--- src/rtl/messbauer_channel_sequencer_pkg.sv ---
// rtl/messbauer_channel_sequencer_pkg.sv - shared types, defaults and helpers for the channel sequencer
//
// Purpose : FSM state encoding, default frame geometry shared with the
//           saw-tooth generator and its benches, and a clog2 helper.
// Ports   : none (package).

package messbauer_channel_sequencer_pkg;

  typedef enum logic [1:0] {
    ST_IDLE = 2'd0,
    ST_RUN  = 2'd1,
    ST_DONE = 2'd2
  } state_e;

  localparam int DEFAULT_CHANNEL_NUMBER = 512;
  localparam int DEFAULT_CHANNEL_PERIOD = 800;

  // Minimum width 1 so a degenerate value still yields a legal vector.
  function automatic int clog2(input int value);
    int w;
    w = 0;
    while ((1 << w) < value) begin
      w = w + 1;
    end
    return (w < 1) ? 1 : w;
  endfunction

endpackage

--- src/rtl/messbauer_channel_sequencer_if.sv ---
// rtl/messbauer_channel_sequencer_if.sv - control/strobe bundle between host, sequencer and saw-tooth generator
//
// Purpose : groups the run control inputs and the timing outputs.
// Signals : enable, frames_req        host -> sequencer
//           start, channel             frame / channel strobes
//           channel_index, frame_count position and progress
//           busy, done                 run status
// Modports: master = host/test side, slave = sequencer side.

interface messbauer_channel_sequencer_if #(
  parameter int INDEX_W       = 9,
  parameter int FRAME_COUNT_W = 16
);

  logic                     enable;
  logic [FRAME_COUNT_W-1:0] frames_req;
  logic                     start;
  logic                     channel;
  logic [INDEX_W-1:0]       channel_index;
  logic [FRAME_COUNT_W-1:0] frame_count;
  logic                     busy;
  logic                     done;

  modport master (
    output enable, frames_req,
    input  start, channel, channel_index, frame_count, busy, done
  );

  modport slave (
    input  enable, frames_req,
    output start, channel, channel_index, frame_count, busy, done
  );

endinterface

--- src/rtl/messbauer_slot_timer.sv ---
// rtl/messbauer_slot_timer.sv - period counter that ticks at the last clock of each channel slot
//
// Purpose : counts 0..PERIOD-1 while enabled and wraps; clear forces 0.
// Ports   : aclk, areset_n  clock, asynchronous active-low reset
//           clear           synchronous clear (wins over en)
//           en              advance the count this clock
//           count           current count (registered)
//           slot_end        high while en and count == PERIOD-1

module messbauer_slot_timer #(
  parameter int PERIOD = 800,
  parameter int W      = 10
) (
  input  logic         aclk,
  input  logic         areset_n,
  input  logic         clear,
  input  logic         en,
  output logic [W-1:0] count,
  output logic         slot_end
);

  localparam logic [W-1:0] LAST = W'(PERIOD - 1);

  logic [W-1:0] count_q;
  logic [W-1:0] count_d;

  always_comb begin
    count_d = count_q;
    if (clear) begin
      count_d = '0;
    end else if (en) begin
      count_d = (count_q == LAST) ? '0 : count_q + W'(1);
    end
  end

  always_ff @(posedge aclk or negedge areset_n) begin
    if (!areset_n) begin
      count_q <= '0;
    end else begin
      count_q <= count_d;
    end
  end

  assign count    = count_q;
  assign slot_end = en && (count_q == LAST);

endmodule

--- src/rtl/messbauer_channel_sequencer.sv ---
// rtl/messbauer_channel_sequencer.sv - frame/channel timing master for the Messbauer environment
//
// Purpose : steps the saw-tooth generator through CHANNEL_NUMBER slots per
//           frame, runs frames_req frames (0 = free-run) per enable rising edge.
// Ports   : aclk, areset_n  clock, asynchronous active-low reset
//           seq (slave)     enable/frames_req in; start, channel,
//                           channel_index, frame_count, busy, done out
// All outputs are registered; they are decoded from next-state values so
// they change on the same edge as the state they describe.

module messbauer_channel_sequencer
  import messbauer_channel_sequencer_pkg::*;
#(
  parameter int CHANNEL_NUMBER = DEFAULT_CHANNEL_NUMBER,
  parameter int CHANNEL_PERIOD = DEFAULT_CHANNEL_PERIOD,
  parameter int CHANNEL_WIDTH  = 2,
  parameter int START_WIDTH    = 4,
  parameter int FRAME_COUNT_W  = 16
) (
  input  logic                          aclk,
  input  logic                          areset_n,
  messbauer_channel_sequencer_if.slave  seq
);

  localparam int IW = clog2(CHANNEL_NUMBER);
  localparam int TW = clog2(CHANNEL_PERIOD);
  localparam int FW = FRAME_COUNT_W;

  localparam logic [IW-1:0] LAST_INDEX = IW'(CHANNEL_NUMBER - 1);
  // One extra bit so START_WIDTH == CHANNEL_PERIOD still compares correctly.
  localparam logic [TW:0]   CH_LIMIT   = (TW + 1)'(CHANNEL_WIDTH);
  localparam logic [TW:0]   ST_LIMIT   = (TW + 1)'(START_WIDTH);

  state_e        state_q, state_d;
  logic [IW-1:0] index_q, index_d;
  logic [FW-1:0] frame_count_q, frame_count_d;
  logic [FW-1:0] frames_req_q, frames_req_d;
  logic          enable_prev_q;
  logic          start_q, start_d;
  logic          channel_q, channel_d;
  logic          busy_q, busy_d;
  logic          done_q, done_d;

  logic          tmr_clear;
  logic          tmr_en;
  logic [TW-1:0] tmr_count;
  logic [TW-1:0] tmr_next;
  logic          slot_end;
  logic          stop;

  messbauer_slot_timer #(
    .PERIOD (CHANNEL_PERIOD),
    .W      (TW)
  ) u_slot_timer (
    .aclk     (aclk),
    .areset_n (areset_n),
    .clear    (tmr_clear),
    .en       (tmr_en),
    .count    (tmr_count),
    .slot_end (slot_end)
  );

  always_comb begin
    state_d       = state_q;
    index_d       = index_q;
    frame_count_d = frame_count_q;
    frames_req_d  = frames_req_q;
    tmr_clear     = 1'b0;
    tmr_en        = 1'b0;
    stop          = 1'b0;

    case (state_q)
      ST_IDLE: begin
        if (seq.enable && !enable_prev_q) begin
          frames_req_d  = seq.frames_req;
          frame_count_d = '0;
          index_d       = '0;
          tmr_clear     = 1'b1;
          state_d       = ST_RUN;
        end
      end
      ST_RUN: begin
        tmr_en = 1'b1;
        if (slot_end) begin
          if (index_q == LAST_INDEX) begin
            index_d       = '0;
            frame_count_d = frame_count_q + FW'(1);
            // enable is only looked at here, so mid-frame glitches are ignored.
            stop = !seq.enable ||
                   ((frames_req_q != '0) && (frame_count_d == frames_req_q));
            if (stop) begin
              state_d = ST_DONE;
            end
          end else begin
            index_d = index_q + IW'(1);
          end
        end
      end
      ST_DONE: begin
        index_d = '0;
        state_d = ST_IDLE;
      end
      default: begin
        state_d = ST_IDLE;
      end
    endcase

    // Mirror of the slot timer's next count, used to decode the strobes.
    if (tmr_clear || slot_end) begin
      tmr_next = '0;
    end else if (tmr_en) begin
      tmr_next = tmr_count + TW'(1);
    end else begin
      tmr_next = tmr_count;
    end

    busy_d    = (state_d == ST_RUN);
    done_d    = (state_d == ST_DONE);
    channel_d = busy_d && ({1'b0, tmr_next} < CH_LIMIT);
    start_d   = busy_d && (index_d == '0) && ({1'b0, tmr_next} < ST_LIMIT);
  end

  always_ff @(posedge aclk or negedge areset_n) begin
    if (!areset_n) begin
      state_q       <= ST_IDLE;
      index_q       <= '0;
      frame_count_q <= '0;
      frames_req_q  <= '0;
      enable_prev_q <= 1'b0;
      start_q       <= 1'b0;
      channel_q     <= 1'b0;
      busy_q        <= 1'b0;
      done_q        <= 1'b0;
    end else begin
      state_q       <= state_d;
      index_q       <= index_d;
      frame_count_q <= frame_count_d;
      frames_req_q  <= frames_req_d;
      enable_prev_q <= seq.enable;
      start_q       <= start_d;
      channel_q     <= channel_d;
      busy_q        <= busy_d;
      done_q        <= done_d;
    end
  end

  assign seq.start         = start_q;
  assign seq.channel       = channel_q;
  assign seq.channel_index = index_q;
  assign seq.frame_count   = frame_count_q;
  assign seq.busy          = busy_q;
  assign seq.done          = done_q;

endmodule
--- src/flat_wrapper.sv ---
// flat-port wrapper written by rule: the top's interface ports become plain ports
module messbauer_channel_sequencer_flat import messbauer_channel_sequencer_pkg::*;
#(
  parameter int CHANNEL_NUMBER = DEFAULT_CHANNEL_NUMBER,
  parameter int CHANNEL_PERIOD = DEFAULT_CHANNEL_PERIOD,
  parameter int CHANNEL_WIDTH  = 2,
  parameter int START_WIDTH    = 4,
  parameter int FRAME_COUNT_W  = 16
)
  (aclk, areset_n, seq_enable, seq_frames_req, seq_start, seq_channel, seq_channel_index, seq_frame_count, seq_busy, seq_done);
  messbauer_channel_sequencer_if #(.FRAME_COUNT_W(FRAME_COUNT_W)) seq_i ();
  input  logic aclk;
  input  logic areset_n;
  input wire logic [$bits(seq_i.enable)-1:0] seq_enable;
  input wire logic [$bits(seq_i.frames_req)-1:0] seq_frames_req;
  output wire logic [$bits(seq_i.start)-1:0] seq_start;
  output wire logic [$bits(seq_i.channel)-1:0] seq_channel;
  output wire logic [$bits(seq_i.channel_index)-1:0] seq_channel_index;
  output wire logic [$bits(seq_i.frame_count)-1:0] seq_frame_count;
  output wire logic [$bits(seq_i.busy)-1:0] seq_busy;
  output wire logic [$bits(seq_i.done)-1:0] seq_done;
  assign seq_i.enable = seq_enable;
  assign seq_i.frames_req = seq_frames_req;
  assign seq_start = seq_i.start;
  assign seq_channel = seq_i.channel;
  assign seq_channel_index = seq_i.channel_index;
  assign seq_frame_count = seq_i.frame_count;
  assign seq_busy = seq_i.busy;
  assign seq_done = seq_i.done;
  messbauer_channel_sequencer #(.CHANNEL_NUMBER(CHANNEL_NUMBER), .CHANNEL_PERIOD(CHANNEL_PERIOD), .CHANNEL_WIDTH(CHANNEL_WIDTH), .START_WIDTH(START_WIDTH), .FRAME_COUNT_W(FRAME_COUNT_W)) u_core (.aclk(aclk), .areset_n(areset_n), .seq(seq_i));
endmodule
--- config.mk ---
export PLATFORM = sky130hd
export DESIGN_NAME = messbauer_channel_sequencer_flat
export DESIGN_NICKNAME = d
export VERILOG_FILES = /design/src/rtl/messbauer_channel_sequencer_pkg.sv /design/src/rtl/messbauer_channel_sequencer_if.sv /design/src/rtl/messbauer_slot_timer.sv /design/src/rtl/messbauer_channel_sequencer.sv /design/src/flat_wrapper.sv
export SDC_FILE = /design/constraint.sdc
export NUM_CORES = 1
export LEC_CHECK = 0
export CAP_MARGIN = 20
export CORE_AREA = 10 10 120 122
export CTS_CLUSTER_DIAMETER = 40
export DETAILED_ROUTE_END_ITERATION = 10
export DIE_AREA = 0 0 130 132
export GPL_TIMING_DRIVEN = 0
export HOLD_SLACK_MARGIN = 0.05
export PLACE_DENSITY = 0.52
export SETUP_SLACK_MARGIN = 0.2
export SLEW_MARGIN = 20
export SYNTH_ARGS = -nofsm -noshare
export SYNTH_HDL_FRONTEND = slang
export SYNTH_SLANG_ARGS = --single-unit
--- constraint.sdc ---
create_clock -name aclk -period 3.69 [get_ports aclk]
set_clock_uncertainty 0.2 [all_clocks]
set_input_delay 0.5535 -clock aclk [delete_from_list [all_inputs] [get_ports aclk]]
set_output_delay 0.5535 -clock aclk [all_outputs]
set_load 0.02 [all_outputs]
# --- Word level (Yosys, flattened, before mapping) ---
# Cells that the tools add are included.
word_totals:
  out_inout_bits: 29
  ff_bits: 58
  inputBits: 19
  word_cells: 63
op_classes:
  n_mux: 21
  n_reduce_logical: 17
  n_lt_le_gt_ge: 2
  add_sub_neg: 3
  eq_ne: 10
ops:
  columns: ["op", "n"]
  rows:
  - ["10-bit two-way mux", 5]
  - ["16-bit two-way mux", 3]
  - ["16-bit case mux with 2 select lines", 1]
  - ["9-bit two-way mux", 3]
  - ["9-bit case mux with 3 select lines", 1]
  - ["16-bit by 1-bit adder with 16-bit output (second input constant)", 1]
  - ["16-bit equality test", 1]
  - ["16-bit nonzero test", 1]
  - ["10-bit by 1-bit adder with 10-bit output (second input constant)", 1]
  - ["10-bit equality test (second input constant)", 1]
  - ["10-bit by 2-bit < comparator with 1-bit output (second input constant)", 1]
  - ["10-bit by 3-bit < comparator with 1-bit output (second input constant)", 1]
  - ["9-bit by 1-bit adder with 9-bit output (second input constant)", 1]
  - ["9-bit equality test (second input constant)", 1]
  - ["9-bit zero test", 1]
  - ["2-bit two-way mux", 4]
  - ["1-bit logical AND", 6]
  - ["2-bit by 1-bit != test with 1-bit output (second input constant)", 3]
  - ["2-bit by 1-bit equality test with 1-bit output (second input constant)", 2]
  - ["2-bit equality test (second input constant)", 2]
  - ["2-bit case mux with 2 select lines", 1]
  - ["4-bit AND reduction", 1]
  - ["2-bit nonzero test", 2]
  - ["1-bit two-way mux", 3]
  - ["4 further kinds", 6]

# --- Longest topological paths before layout ---
# Gate-level depths: netlist of the first run.
logic_depth:
  word_depth: 11
  mapped_depth: 13
  ltp_nobuf: 12

# --- Cells and area by module ---
# From an unflattened synthesis of the first run, not the netlist that was laid out.
unflattened:
  hier_cells: 391
  hier_area_um2: 3485.8
modules_own_cells:
  columns: ["mod", "seq_area_each_um2", "area_each_um2", "instances", "cells_per_inst"]
  rows:
  - ["messbauer_channel_sequencer", 1201.2, 2930.3, 1, 328]
  - ["messbauer_slot_timer", 250.2, 555.5, 1, 63]

# --- Least setup slack after synthesis of the first run ---
# Ideal clock, no wire load.
synth_path:
  kind: "reg2reg"
  start: "reg u_core.index_q[0], in the netlist u_core.seq.channel_index[0]"
  end: "reg u_core.start_q, in the netlist u_core.seq.start"
  period_less_slack_ns: 3.254
  path_stages_with_launch: 14
  path_slack_ns: 0.436
  setup_ns: 0.087
  t_required_ns: 3.403
  arrival_ns: 2.968
  n_path_buf: 1
  cell_sequence: "dfrtp_1 ha_1 and3_1 nand3_1 nor2_1 ha_1 clkbuf_1 inv_1 o41ai_4 a211oi_1 a211o_1 nor4_2 nand4_1 a211oi_2"
synth_between:
  elab_chain_len: 7
  elab_cells_between_ends: 13
  classes_between: "add/sub: 1; eq/ne: 2; mux: 7; reduce/logical: 3"
synth_lines:
  columns: ["item", "line_no", "text"]
  rows:
  - ["start: declaration", "messbauer_channel_sequencer.sv:35", "logic [IW-1:0] index_q, index_d;"]
  - ["start signal: assignment", "messbauer_channel_sequencer.sv:136", "index_q <= index_d;"]
  - ["9-bit by 1-bit adder with 9-bit output or 9-bit equality test (tied branches)", "messbauer_channel_sequencer.sv:95, messbauer_channel_sequencer.sv:85", null]
  - ["9-bit two-way mux *", "messbauer_channel_sequencer.sv:85", "if (index_q == LAST_INDEX) begin"]
  - ["9-bit two-way mux *", "messbauer_channel_sequencer.sv:84", "if (slot_end) begin"]
  - ["9-bit case mux with 3 select lines *", "messbauer_channel_sequencer.sv:72", "case (state_q)"]
  - ["named net u_core.index_d[3]", "messbauer_channel_sequencer.sv:35", null]
  - ["9-bit zero test *", "messbauer_channel_sequencer.sv:120", "start_d = busy_d && (index_d == '0) && ({1'b0, tmr_next} < ST_LIMIT);"]
  - ["1-bit logical AND * (2 in series)", "messbauer_channel_sequencer.sv:120", null]
  - ["named net u_core.start_d", "messbauer_channel_sequencer.sv:39", "logic start_q, start_d;"]
  - ["end signal: assignment", "messbauer_channel_sequencer.sv:140", "start_q <= start_d;"]
  - ["end: declaration", "messbauer_channel_sequencer.sv:39", null]
# The timed path passes the listed nets; every way through them passes the cells marked *.
# A chain may end at the register's enable or synchronous reset.

# --- Worst setup path after layout of the first run ---
# Same ends and word-level chain as after synthesis.

==> results of run 1 <==
-- cells in the mapped netlist, types with 5 or more instances --
cell type | instances | share of area
dfrtp_1 | 58 | 0.41
nor2_1 | 38 | 0.040
o21ai_0 | 35 | 0.050
nand2_1 | 34 | 0.036
xnor2_1 | 19 | 0.047
mux2_2 | 15 | 0.048
nand3_1 | 12 | 0.017
nor3_1 | 12 | 0.017
clkbuf_1 | 11 | 0.012
a21oi_1 | 10 | 0.014
nor4_1 | 10 | 0.018
nand4_1 | 9 | 0.016
xor2_1 | 9 | 0.022
inv_1 | 8 | 0.0085
a31oi_1 | 7 | 0.012
a211oi_1 | 6 | 0.013
buf_2 | 6 | 0.0085
o31ai_1 | 6 | 0.013
and4_1 | 5 | 0.012
-- layout make-up --
| cell class | count | area, um^2 | share of cell area |
|---|---|---|---|
| buffer | 19 | 88.8 | 0.0195 |
| clock buffer | 13 | 270 | 0.0593 |
| clock inverter | 2 | 35.0 | 0.00768 |
| inverter | 8 | 30.0 | 0.00658 |
| multi-input combinational | 295 | 1970 | 0.432 |
| sequential | 58 | 1450 | 0.319 |
| tap | 147 | 184 | 0.0403 |
| timing repair buffer | 53 | 528 | 0.116 |
-- per-layer routing --
layer | routed length (um) | up-vias | share of wire | track usage
li1 | - | 1532 | - | -
met1 | 4290 | 1489 | 0.44 | 0.141
met2 | 4790 | 76 | 0.49 | 0.199
met3 | 576 | 15 | 0.059 | 0.0382
met4 | 154 | 0 | 0.016 | 0.0344
met5 | 0 | - | 0 | 0
-- metrics by stage --
step / instance area [um^2] / std cells / setup TNS [ps] / hold WS [ps] / util
finish: 4560 / 595 / 0 / 358 / 0.383
detailed placement: 4200 / 575 / -88.7 / 305 / 0.353
floorplan: 3530 / 380 / 0 / 57.9 / -
global placement: 4180 / 574 / -3440 / 346 / 0.351
CTS: 4520 / 592 / 0 / 360 / 0.380
global route: 4560 / 595 / 0 / 377 / 0.383
-- state kept, by name, summed over array words and instances (netlist names) --
register and cells:
u_core.u_slot_timer.count 10, u_core.seq.channel_index 9, u_core.enable_prev_q 1, u_core.state_q 2, u_core.frames_req_q 16, u_core.seq.frame_count 16
u_core.seq.channel 1, u_core.seq.done 1, u_core.seq.busy 1, u_core.seq.start 1
-- power breakdown --
| group | switching (uW) | total, uW | internal, uW |
|---|---|---|---|
| Sequential | 189 | 981 | 792 |
| Clock | 279 | 851 | 572 |
| Combinational | 368 | 727 | 360 |
-- worst paths after layout --
kind | from | end | slack [ps] | cells past startpoint
setup / recovery | u_core.seq.channel_index[0] | u_core.seq.start | 300 | 13
hold / removal | u_core.frames_req_q[9] | u_core.frames_req_q[9] | 360 | 1
setup reg to reg | u_core.seq.channel_index[0] | u_core.seq.start | 300 | 13
hold reg to reg | u_core.frames_req_q[9] | u_core.frames_req_q[9] | 360 | 1
max in group asynchronous | areset_n | u_core.seq.channel_index[0] | 2290 | 3
min in group asynchronous | areset_n | u_core.seq.frame_count[2] | 490 | 2
-- cell families after synthesis --
group	synth area share
compound gates	0.183
mux	0.0536
buf+inv	0.0333
flops	0.411
simple gates	0.235
fa+ha+maj	0.0142
xor+xnor	0.0695
-- repair_timing --
| action | in CTS | in global routing |
|---|---|---|
| buffers inserted | 1 | 3 |
| endpoints found under the hold margin | 26 | 0 |
| pin swaps | 1 | 3 |
| gates resized for setup | 1 | 3 |
| gates cloned | 0 | 0 |
| hold buffers | 1 | 0 |
| setup endpoints to repair | 11 | 6 |
==> flow_summary.toml, run 1 <==
[detailed_routing]
totalWireLength_um = 9810
firstDrtPassIters = 4
drt-initial-drc-count = 179
routedWlPerCell_um = 16.5
via_per_inst = 5.23
postRouteAntennaNets = 0
drcViolationCount = 0
vias = 3112

[clocking]
path_clk_slew_ps = 50
cts_tree = "done"
clk_path_buf_depth = 2
clock_latency_ps = 320
cts.sinks = 58
cts_root_buf = "clkbuf_16"
cts-buffers-inserted = 9
htree_levels = 3

[floorplanning]
die_w_um = 130
die_h_um = 132
design.core.area_um2 = 11900
die-area_um2 = 17200
rows = 40
initial_core_util = 0.296
ios = 48

[placed_design]
portBuffers = 47
dpl_worst_slack_ps = -59.2
dp_hpwl_um = 7370
gp_congestion = 0.874

[layout]
final_cell_mix = "dfrtp_1, clkdlybuf4s50_1, nor2_1, o21ai_0, nand2_1"
final_common_cell = "dfrtp_1"
num-fill-cells = 1219
syn2layout_area_growth_pct = 29.3
antenna_cells = 0
drive_gt1_frac = 0.134
nNetsFinal = 467

[sta]
setup_slack_ps = 297
setup_viol = 0
finalHoldViolCount = 0
rsz0062_at_grt = "yes"
fmax_mhz = 295
post-route-period-util = 0.920
period_minus_slack_ps = 3390
tightest_slew_ps = 831
relSlewSlack = 0.441
slew_viol_final = 0

[grt]
antenna_found_initial = 0
grt_max_degree = 33
grtUsageTotal = 0.119
grt_pass1_vias = 3199
grt_overflow = 0
grt_pass1_wl_um = 16500

[critical_path]
crit_type = "reg -> reg"
critPathLaunchType = "register"
arrival_ps = 3420
cpMaxStageDelayCell = "o41ai_4"
endpoint_kind = "register"
slowest_delay_ps = 460
required_ps = 3720
cp_num_buf_inv = 2
worstPathCellList = "ha_1 -> and3_4 -> nand3_1 -> nor2_1 -> ha_1 -> clkbuf_2 -> inv_1 -> o41ai_4 -> nor4b_1 -> a211o_1 -> nor4_4 -> nand4_1 -> a211oi_2"
cp_top_family = "compound AO/OA/AOI/OAI gates"
cp_max_fo = 7
crit_top_cell = "ha_1"

[synthesis]
synth_edf_count = 0
synth_fp_nets = 403
synth_flop_cell = "dfrtp_1"
ys_ff_latch = 58
synthArstFlopShare = 1.00
syn_avg_cell_area_um2 = 9.28
ys_warn_count = 0
netlist_area_um2 = 3530
syn-instance-count = 380
synth.distinct_cells = 60
synth.yosys.seq_area_share = 0.411

[power_and_ir_drop]
cellLeakagePower_uw = 0.00182
power_uw = 2560
power_density_nw_per_um2 = 561
ir_drop_mv = 0.193

[worst_hold_path]
holdCritPathClass = "reg -> reg"

[run]
maxCapViolCount = 0

[run_status]
status = "completed"
No activity file was read; power rests on OpenSTA's default activity.
==> run 2: changes to the inputs <==
- CTS_CLUSTER_SIZE: default -> 12
==> results of run 2 <==
The final DEF is identical to that of run 1; final timing and power are the same.
==> run 3: changes to the inputs <==
- CTS_CLUSTER_DIAMETER: 40 -> 30
- clock period: 3.69 -> 4.29 ns (I/O delays scaled with it)
==> run 3 against run 2 <==
Final area down 1.0%. Sequential power down 14%. Flip-flop and latch count unchanged. Highest routed layer unchanged. Wire length down 0.26%. Sequential share of layout area up 0.30 points. Critical endpoint unchanged. Die area unchanged. Critical path depth unchanged. Cell count down 0.67%. Setup slack better by 180 ps. Global-route usage about the same. Hold slack about the same. Core utilization down 0.39 points.
==> flow_summary.toml, run 3 (synthesized netlist as in run 1, its figures left out) <==
[critical_path]
cp_max_fo = 8
cpMaxStageDelayCell = "o41ai_4"
crit_top_cell = "ha_1"
critPathLaunchType = "register"
crit_type = "reg -> reg"
cp_num_buf_inv = 2
slowest_delay_ps = 620
required_ps = 4320
worstPathCellList = "ha_1 -> and3_1 -> nand3_1 -> nor2_1 -> ha_1 -> clkbuf_1 -> inv_1 -> o41ai_4 -> a211oi_1 -> a211o_1 -> nor4_2 -> nand4_1 -> a211oi_2"
cp_top_family = "compound AO/OA/AOI/OAI gates"
endpoint_kind = "register"
arrival_ps = 3840

[sta]
period_minus_slack_ps = 3810
fin_setup_tns_ps = 0
post-route-period-util = 0.888
fmax_mhz = 262
slew_viol_final = 0
tightest_slew_ps = 857
rsz0062_at_grt = "no"
setup_viol = 0
relSlewSlack = 0.424
finalHoldViolCount = 0

[worst_hold_path]
holdCritPathClass = "reg -> reg"

[clocking]
htree_levels = 3
cts_resized = 0
clk_path_buf_depth = 2
cts_tree = "done"
cts-buffers-inserted = 9
clock_latency_ps = 330
path_clk_slew_ps = 50
cts_root_buf = "clkbuf_16"
cts.sinks = 58

[floorplanning]
rows = 40
die-area_um2 = 17200
initial_core_util = 0.296
design.core.area_um2 = 11900
die_h_um = 132
die_w_um = 130
ios = 48

[detailed_routing]
drcViolationCount = 0
via_per_inst = 5.28
vias = 3120
routedWlPerCell_um = 16.6
drt-initial-drc-count = 202
firstDrtPassIters = 4
postRouteAntennaNets = 0
totalWireLength_um = 9790

[layout]
antenna_cells = 0
multiInputGateArea_um2 = 1960
num-fill-cells = 1223
final_core_util = 0.379
nNetsFinal = 463
syn2layout_area_growth_pct = 28.0
final-seq-area_um2 = 1450
final_common_cell = "dfrtp_1"
drive_gt1_frac = 0.119
final_cell_mix = "dfrtp_1, clkdlybuf4s50_1, nor2_1, o21ai_0, nand2_1"

[grt]
grtUsageTotal = 0.119
grt_max_degree = 33
antenna_found_initial = 0
grt_overflow = 0
grt_pass1_vias = 3196
grt_pass1_wl_um = 16400

[power_and_ir_drop]
power_density_nw_per_um2 = 486
cellLeakagePower_uw = 0.00179
ir_drop_mv = 0.161

[run]
maxCapViolCount = 0

[placed_design]
dp_hpwl_um = 7370
gp_congestion = 0.874
portBuffers = 47

[run_status]
status = "completed"
run 3: cell count changes in the layout (fill, tap and decap cells not counted):
cell	previous run	this run
dfrtp_2	1	0
and3_4	1	0
nor4_4	1	0
nor4_2	2	3
clkbuf_1	11	12
buf_4	5	1
dfrtp_1	57	58
and3_1	2	3
clkbuf_2	2	1
run 3: what timing repair did:
action / 4_1_cts / 5_1_grt
hold buffers: 1 / 0
endpoints found under the hold margin: 3 / 0
buffers inserted: 0 / 0
run 3: power breakdown:
part	internal [uW]	switching, uW	leakage [uW]
registers	681	163	0.000751
logic	304	314	0.000889
clock network	492	240	0.000152
total	1480	717	0.00179
run 3: final timing paths:
path                                                   from                           end  slack, ps  cells past startpoint
worst max-delay path            u_core.seq.channel_index[0]              u_core.seq.start        480                     13
worst min-delay path                 u_core.frames_req_q[9]        u_core.frames_req_q[9]        360                      1
worst max register to register  u_core.seq.channel_index[0]              u_core.seq.start        480                     13
worst min register to register       u_core.frames_req_q[9]        u_core.frames_req_q[9]        360                      1
max in group asynchronous                          areset_n  u_core.u_slot_timer.count[1]       2810                      3
min in group asynchronous                          areset_n     u_core.seq.frame_count[2]        580                      2
run 3: final cells by class:
class,instances,share of cell area
sequential,58,0.322
clock inverter,2,0.00776
multi-input combinational,295,0.434
inverter,8,0.00665
timing repair buffer,49,0.110
tap,147,0.0407
buffer,19,0.0194
clock buffer,13,0.0599
run 3: stage by stage:
stage               setup WS, ps  instances  instance area [um^2]  power, uW  hold WS (ps)
global route                 221        591                  4510       2340           377
detailed placement           541        575                  4200       1470           350
CTS                          493        591                  4510       2220           360
floorplan                   1040        380                  3530       1260           148
finish                       479        591                  4510       2190           358
global placement             448        574                  4180       1460           346
run 3: metal layers:
metal | global-route usage | wire (um) | vias up
met3 | 0.0386 | 610 | 15
met1 | 0.141 | 4260 | 1499
met2 | 0.198 | 4750 | 77
met4 | 0.0344 | 170 | 0
li1 | - | - | 1529
met5 | 0 | 0 | -
